### src/rtl/fc_argmax.sv
// Argmax stage behind the FC chain: buffers final-layer scores and scans them for the signed maximum.
// Optional FC_ARGMAX_SCORE_EN exposes the winning score on class_score; otherwise class_score is 0.
module fc_argmax #(
  parameter int          NUM_CLASS = 10,
  parameter logic [15:0] BASE_ADDR = 16'h0000,
  parameter int          IDX_W     = 6
) (
  input  logic             clk,
  input  logic             reset_n,
  input  logic             we,
  input  logic [15:0]      addr,
  input  logic [15:0]      data,
  input  logic             all_end,
  input  logic             result_ack,
  output logic             busy,
  output logic             result_valid,
  output logic [IDX_W-1:0] class_idx,
  output logic [15:0]      class_score,
  output logic             overrun
);

  // state | meaning
  // IDLE  | waiting for an all_end rising edge
  // SCAN  | comparing one buffer entry per cycle
  // DONE  | result held until ack or restart
  typedef enum logic [1:0] {S_IDLE, S_SCAN, S_DONE} state_t;

  localparam int               PTR_W = $clog2(NUM_CLASS);
  localparam logic [PTR_W-1:0] LAST  = PTR_W'(NUM_CLASS - 1);
  localparam logic [16:0]      DEPTH = 17'(NUM_CLASS);

  state_t                   state_q, state_d;
  logic signed [15:0]       buf_q [NUM_CLASS];
  logic signed [15:0]       buf_d [NUM_CLASS];
  logic signed [15:0]       best_q, best_d;
  logic [PTR_W-1:0]         ptr_q, ptr_d;
  logic [PTR_W-1:0]         best_idx_q, best_idx_d;
  logic                     all_end_q;
  logic                     busy_q, busy_d;
  logic                     valid_q, valid_d;
  logic [IDX_W-1:0]         class_idx_q, class_idx_d;
  logic                     overrun_q, overrun_d;
`ifdef FC_ARGMAX_SCORE_EN
  logic [15:0]              score_q, score_d;
`endif

  logic [16:0]        addr_off;
  logic               in_range;
  logic               hit;
  logic               wr_en;
  logic [PTR_W-1:0]   wr_idx;
  logic               start;
  logic signed [15:0] cand;
  logic               take;

  assign addr_off = {1'b0, addr} - {1'b0, BASE_ADDR};
  assign in_range = (addr >= BASE_ADDR) && (addr_off < DEPTH);
  assign wr_idx   = addr_off[PTR_W-1:0];
  assign hit      = we && in_range;
  assign wr_en    = hit && (state_q != S_SCAN);
  assign start    = all_end && !all_end_q;
  assign cand     = buf_q[ptr_q];
  assign take     = cand > best_q;

  always_comb begin
    state_d     = state_q;
    best_d      = best_q;
    ptr_d       = ptr_q;
    best_idx_d  = best_idx_q;
    busy_d      = busy_q;
    valid_d     = valid_q;
    class_idx_d = class_idx_q;
    overrun_d   = overrun_q || (hit && (state_q == S_SCAN));
`ifdef FC_ARGMAX_SCORE_EN
    score_d     = score_q;
`endif
    for (int i = 0; i < NUM_CLASS; i++) begin
      buf_d[i] = (wr_en && (wr_idx == PTR_W'(i))) ? data : buf_q[i];
    end

    case (state_q)
      S_SCAN: begin
        if (take) begin
          best_d     = cand;
          best_idx_d = ptr_q;
        end
        ptr_d = ptr_q + 1'b1;
        if (ptr_q == LAST) begin
          state_d     = S_DONE;
          busy_d      = 1'b0;
          valid_d     = 1'b1;
          class_idx_d = IDX_W'(take ? ptr_q : best_idx_q);
`ifdef FC_ARGMAX_SCORE_EN
          score_d     = take ? cand : best_q;
`endif
        end
      end
      S_DONE: begin
        if (!start && result_ack) begin
          state_d = S_IDLE;
          valid_d = 1'b0;
        end
      end
      default: ;
    endcase

    // Start wins over ack in DONE; best loads from buf_d so a same-cycle write to entry 0 is seen.
    if (start && (state_q != S_SCAN)) begin
      state_d    = S_SCAN;
      busy_d     = 1'b1;
      valid_d    = 1'b0;
      best_d     = buf_d[0];
      best_idx_d = '0;
      ptr_d      = PTR_W'(1);
    end
  end

  always_ff @(posedge clk or negedge reset_n) begin
    if (!reset_n) begin
      state_q     <= S_IDLE;
      best_q      <= '0;
      ptr_q       <= '0;
      best_idx_q  <= '0;
      all_end_q   <= 1'b0;
      busy_q      <= 1'b0;
      valid_q     <= 1'b0;
      class_idx_q <= '0;
      overrun_q   <= 1'b0;
`ifdef FC_ARGMAX_SCORE_EN
      score_q     <= '0;
`endif
      for (int i = 0; i < NUM_CLASS; i++) buf_q[i] <= '0;
    end else begin
      state_q     <= state_d;
      best_q      <= best_d;
      ptr_q       <= ptr_d;
      best_idx_q  <= best_idx_d;
      all_end_q   <= all_end;
      busy_q      <= busy_d;
      valid_q     <= valid_d;
      class_idx_q <= class_idx_d;
      overrun_q   <= overrun_d;
`ifdef FC_ARGMAX_SCORE_EN
      score_q     <= score_d;
`endif
      for (int i = 0; i < NUM_CLASS; i++) buf_q[i] <= buf_d[i];
    end
  end

  assign busy         = busy_q;
  assign result_valid = valid_q;
  assign class_idx    = class_idx_q;
  assign overrun      = overrun_q;
`ifdef FC_ARGMAX_SCORE_EN
  assign class_score  = score_q;
`else
  assign class_score  = 16'h0000;
`endif

endmodule

### config.mk
export PLATFORM = sky130hd
export DESIGN_NAME = fc_argmax
export DESIGN_NICKNAME = d
export VERILOG_FILES = /design/src/rtl/fc_argmax.sv
export SDC_FILE = /design/constraint.sdc
export NUM_CORES = 1
export LEC_CHECK = 0
export ABC_AREA = 0
export BUFFER_PORTS_ARGS = -buffer_cell sky130_fd_sc_hd__buf_2
export CORE_MARGIN = 5
export CORE_UTILIZATION = 44
export CTS_CLUSTER_DIAMETER = 50
export DETAILED_ROUTE_END_ITERATION = 8
export GPL_TIMING_DRIVEN = 0
export SLEW_MARGIN = 10
export SYNTH_ARGS = -nofsm -noshare
export SYNTH_HDL_FRONTEND = slang
export SYNTH_SLANG_ARGS = --single-unit
### constraint.sdc
create_clock -name clk -period 4.2 [get_ports clk]
set_input_delay 0 -clock clk [delete_from_list [all_inputs] [get_ports clk]]
set_output_delay 0 -clock clk [all_outputs]
set_load 0.005 [all_outputs]
* Yosys cells after proc, flatten, opt, wreduce, memory -nomap -nowiden
Cells that the tools add are included.
** Word-level totals
- Input bits :: 37
- Flip-flop bits (word level) :: 196
- Logic and storage cells :: 93
** Cells by class
- $add $sub $neg :: 1
- Reduce and logical (&&, ||, !) cells :: 29
- Multiplexer cells :: 24
- Bitwise logic cells :: 1
- Order comparisons :: 4
- Eq/ne operators :: 15
** Operator list (number)
- $mux W16 :: 6
- $bmux W16 S4 :: 1
- $mux W4 :: 6
- $logic_and A1 B1 Y1 :: 17
- $eq A4 B3 Y1 const B :: 4
- $ge A16 B1 Y1 const B :: 1
- $gt A16 B16 Y1 :: 1
- $lt A16 B4 Y1 const B :: 1
- $eq A4 B4 Y1 const B :: 3
- $eq A4 B2 Y1 const B :: 2
- $mux W1 :: 6
- $mux W2 :: 3
- $reduce_and A2 Y1 :: 3
- $reduce_bool A2 Y1 :: 3
- $ge A5 B5 Y1 const B :: 1
- $not A4 Y5 :: 1
- $add A4 B1 Y4 const B :: 1
- $eq A4 B1 Y1 const B :: 1
- $logic_not A4 Y1 :: 1
- $pmux W2 S2 :: 1
- $ne A3 B1 Y1 const B :: 1
- $ne A3 B3 Y1 const B :: 1
- $reduce_and A3 Y1 :: 1
- $reduce_bool A3 Y1 :: 1
- other kinds (6) :: 7

* Depth between registers and ports, before layout
- Word-level depth :: 8
- Gate-level depth with buffers :: 14
- Mapped depth without buffers :: 10

* Worst setup path after synthesis
OpenSTA, ideal clock, no wires.
- Kind :: register to register
- Start point :: register ptr_q[0]
- End point :: register best_idx_q[0]
- Arrival time :: 3.613 ns
- Library setup time :: 0.125 ns
- Stages on the path, launching flop included :: 15
- Path slack :: 0.463 ns
- Required time :: 4.075 ns
- Path through :: dfrtp_1 buf_2 buf_2 mux4_2 mux2i_1 o22ai_1 ha_1 nor2b_1 o211ai_1 a2111oi_0 a2111o_1 buf_2 mux2i_1 buf_2 mux2_2
** On the way
- Longest elaborated chain between the ends :: 7
** Ends and longest elaborated chain
- from (decl) :: line 36 : logic [PTR_W-1:0] ptr_q, ptr_d;
- from (signal assigned) :: line 136 : ptr_q <= ptr_d;
- $not A4 Y5 (not written as such) :: line 62 : assign cand = buf_q[ptr_q];
- $bmux W16 S4 :: line 62
- $mux W16 (not written as such) (2 in a row) :: line 62
- $gt A16 B16 Y1 :: line 63 : assign take = cand > best_q;
- $reduce_bool A2 Y1 (no source line)
- $reduce_and A2 Y1 (no source line)
- to (signal assigned) :: line 137 : best_idx_q <= best_idx_d;
- to (decl) :: line 37 : logic [PTR_W-1:0] best_idx_q, best_idx_d;
Several ways; a longest one is shown, not always the timed one. The select of a mux whose other input is x is not followed.
A chain may end at the register's enable or synchronous reset.

* Worst setup path after layout
- Start point :: register ptr_q[0]
- End point :: register best_idx_q[3]
** On the way
- Longest elaborated chain between the ends :: 7
** Ends and longest elaborated chain (line)
- $not A4 Y5 (not written as such) :: 62
- $bmux W16 S4 :: 62
- $mux W16 (not written as such) (2 in a row) :: 62
- $gt A16 B16 Y1 :: 63
- $reduce_bool A2 Y1 (no source line)
- $reduce_and A2 Y1 (no source line)
Every way passes these cells. The select of a mux whose other input is x is not followed.

==> metrics.md <==
| Metric | Value |
|---|---|
| Cells after Synth | 717 |
| Core Area | 21,700 sq um |
| Type of origin of the critical path | flop |
| Share of synthesized registers carrying an async set or reset | 1.00 |
| Crit path cell chain | buf_8 -> buf_8 -> mux4_2 -> mux2i_1 -> o22ai_1 -> ha_1 -> nor2b_1 -> o211ai_1 -> a2111oi_2 -> a2111o_1 -> buf_2 -> mux2i_2 -> buf_6 -> mux2_2 |
| Minimum period implied by the final worst setup slack | 3.99 ns |
| Crit end category | flop |
| First-pass GRT wire length | 33,900 um |
| Hold Path Cell Cnt | 5 |
| Met1 Usage GRT | 0.252 |
| Vias in the first global route | 6,154 |
| Final hold vios | 0 |
| Power, Total | 5.00 mW |
| Number of I/O port buffers | 25 |
| Post-synthesis sequential area ratio | 0.503 |
| Most used cell, CP | buf_8 |
| Slew @ Worst Pin | 0.795 ns |
| DR DRC count | 0 |
| # clock sinks | 193 |
| Netlist cell types | 48 |
| GR Layer Usage met3 | 0.0238 |
| H-tree Lvls | 4 |
| Max Cap Viol | 0 |
| CP max stage cell | mux4_2 |
| Most common cell in the netlist | dfrtp_1 |
| Crit-path max FO | 10 |
| Synth Warn # | 0 |
| Clock skew | 0.0137 ns |
| Largest net degree at the start of global routing | 103 |
| Top cells by area, synth | dfrtp_1 50%, mux2_2 18%, mux4_2 7.5% |
| Path category of the worst min-delay check | input port to flop |
| Layout cells sized above 1 | 0.397 |
| Clk_lat worst skew | 0.43 ns |
| CTS Buffer Depth | 2 |
| Starting DRC count in detailed routing | 280 |
| Fillcell total | 1,850 |
| Maximum achievable frequency | 0.250 GHz |
| Post-DP HPWL | 15,300 um |
| Power per Cell Area | 454 nW/um^2 |
| Slew margin rel. | 0.470 |
| Top cells by count, synth | 193 x dfrtp_1, 153 x mux2_2, 53 x mux2i_1, 36 x o21ai_0, 34 x nand2_1 |
| Antenna cells | 0 |
| Cell depth of the worst setup path | 14 |
| Met2 usage | 0.290 |
| Peak supply drop | 0.295 mV |
| Status | complete, no violations |
| #FFs+latches synth | 193 |
| Gr usage total | 0.177 |
| Area leader, netlist | dfrtp_1 |
| Number of synthesized flops with an enable pin | 0 |
| Synthesized cell area | 9600 sq um |
| Syn_area_per_cell | 13.4 sq um |
| Width of the die | 158 um |
| Net count, final | 850 |
| Main synth FF type | dfrtp_1 |
| CTS root buffer | clkbuf_16 |
| Die area | 24,900 sq um |
| Chip height | 158 um |
| Final slew viol count | 0 |
| Initial Util | 0.443 |
| Final setup vio count | 0 |
| Setup TNS | 0 ns |
| Worst EP required | 4.52 ns |
| R2R depth | 14 |
| Critical path type | flop to flop |
| Site Rows | 54 |
| Routed len/inst | 19.5 um |
| TritonCTS clock tree | built |
| Family with the most delay on the worst path | multiplexers |
| Final WL | 21,100 um |
| Final Cycle Share | 0.951 |
| Synth-to-layout area growth | 14.7% |
| I/O Pins | 62 |
| Final Wtd Congestion | 0.770 |
| Vias/cell | 5.40 |
| Via count | 5,863 |
| GRT overflow | 0 |
| Busiest grt layer | met2 |
| TritonRoute pass-1 iters | 5 |
| Leakage | 5.51 nW |
| CP arrival | 4.31 ns |
| Synth top area share | 0.503 |
| Util after Layout | 0.508 |
| Total CTS buffers | 17 |
| Final ANT Viol Nets | 0 |
| Initial antenna violation count | 0 |
| Clock transition at path regs | 0.07 ns |
| Worst path buffer plus inverter count | 4 |
| Delay of the slowest critical-path stage | 0.50 ns |
==> registers in the layout (all words and copies together), names as in the netlist <==
| name | count |
|---|---|
| buf_q | 160 |
| best_q | 16 |
| best_idx_q | 4 |
| class_idx | 4 |
| ptr_q | 4 |
| state_q | 2 |
| all_end_q | 1 |
| busy | 1 |
| overrun | 1 |
==> what timing repair did <==
action	4_1_cts	5_1_grt
endpoints found under the setup margin	22	20
hold buffers	12	0
pin swaps	0	3
endpoints found under the hold margin	173	0
buffers inserted	0	2
gates resized for setup	12	20
==> path summary, 6_finish.rpt <==
kind,from,endpoint,slack (ns)
max,ptr_q[0],best_idx_q[3],0.21
min,result_ack,state_q[0],0.03
max reg2reg,ptr_q[0],best_idx_q[3],0.21
min reg2reg,overrun,overrun,0.47
max in group asynchronous,reset_n,buf_q[126],3.05
min in group asynchronous,reset_n,buf_q[82],0.17
==> stage by stage <==
stage          worst slack, ns  std cells  hold WS, ns  area, sq um
4_1_cts                 0.0525       1084       0.0262        10900
5_1_grt                -0.0468       1086       0.0559        11000
3_5_place_dp            -0.467       1040       0.0674        10200
6_report                 0.206       1086       0.0323        11000
2_1_floorplan            0.463        734       -0.296         9670
3_3_place_gp            -0.449       1039        0.127        10100
==> metal layers <==
| metal | wire (um) | part of all wire |
|---|---|---|
| met1 | 10000 | 0.47 |
| met2 | 10300 | 0.49 |
| met3 | 570 | 0.027 |
| met5 | 0 | 0 |
| met4 | 281 | 0.013 |
==> placed cells by master, fill, tap and decap left out, drive strengths merged, types with 2 or more instances in the layout <==
cell type,n
a31o,2
o22ai,15
clkbuf,35
mux4,32
nor4,10
o22a,2
buf,83
nor2,14
or2,2
inv,27
ha,20
conb,18
dfrtp,193
dlygate4sd3,12
nand3,6
mux2i,53
clkinv,4
nor3,3
nor2b,6
a21o,2
mux2,163
bufinv,3
o21ai,36
a21oi,7
nand4,5
nand2,34
nand2b,3
==> report_power, final <==
group | total [mW] | switching [mW] | internal, mW
sequential | 2.04 | 0.0575 | 1.98
clock | 1.69 | 0.726 | 0.965
combinational | 1.27 | 0.758 | 0.510
==> kinds of logic (layout without fill, tap and decap cells) <==
group                    Yosys count  in the layout  share of synthesized area
multiplexers                     248            248                      0.325
flip-flops                       193            193                      0.503
buffers and inverters             93            165                     0.0489
AND/OR/NAND/NOR                   89             89                     0.0506
AO/OA/AOI/OAI                     71             71                     0.0439
adder cells (fa/ha/maj)           20             20                     0.0261
XOR/XNOR                           2              2                    0.00182
other                              1             18                   0.000391
==> area by class of cell <==
class | count | area, sq um | area share
Multi-Input combinational cell | 448 | 4390 | 0.399
Inverter | 22 | 82.6 | 0.00750
Tap cell | 280 | 350 | 0.0318
Clock inverter | 13 | 173 | 0.0157
Clock buffer | 19 | 443 | 0.0402
Buffer | 71 | 440 | 0.0400
Timing Repair Buffer | 40 | 298 | 0.0270
Sequential cell | 193 | 4830 | 0.439
==> tightest hold or removal path: cells and delay by family <==
kind / cells / cell delay, ns
simple gates: 3 / 0.16
compound gates: 1 / 0.17
buf+inv: 1 / 0.10
(Power assumes the default switching activity.)
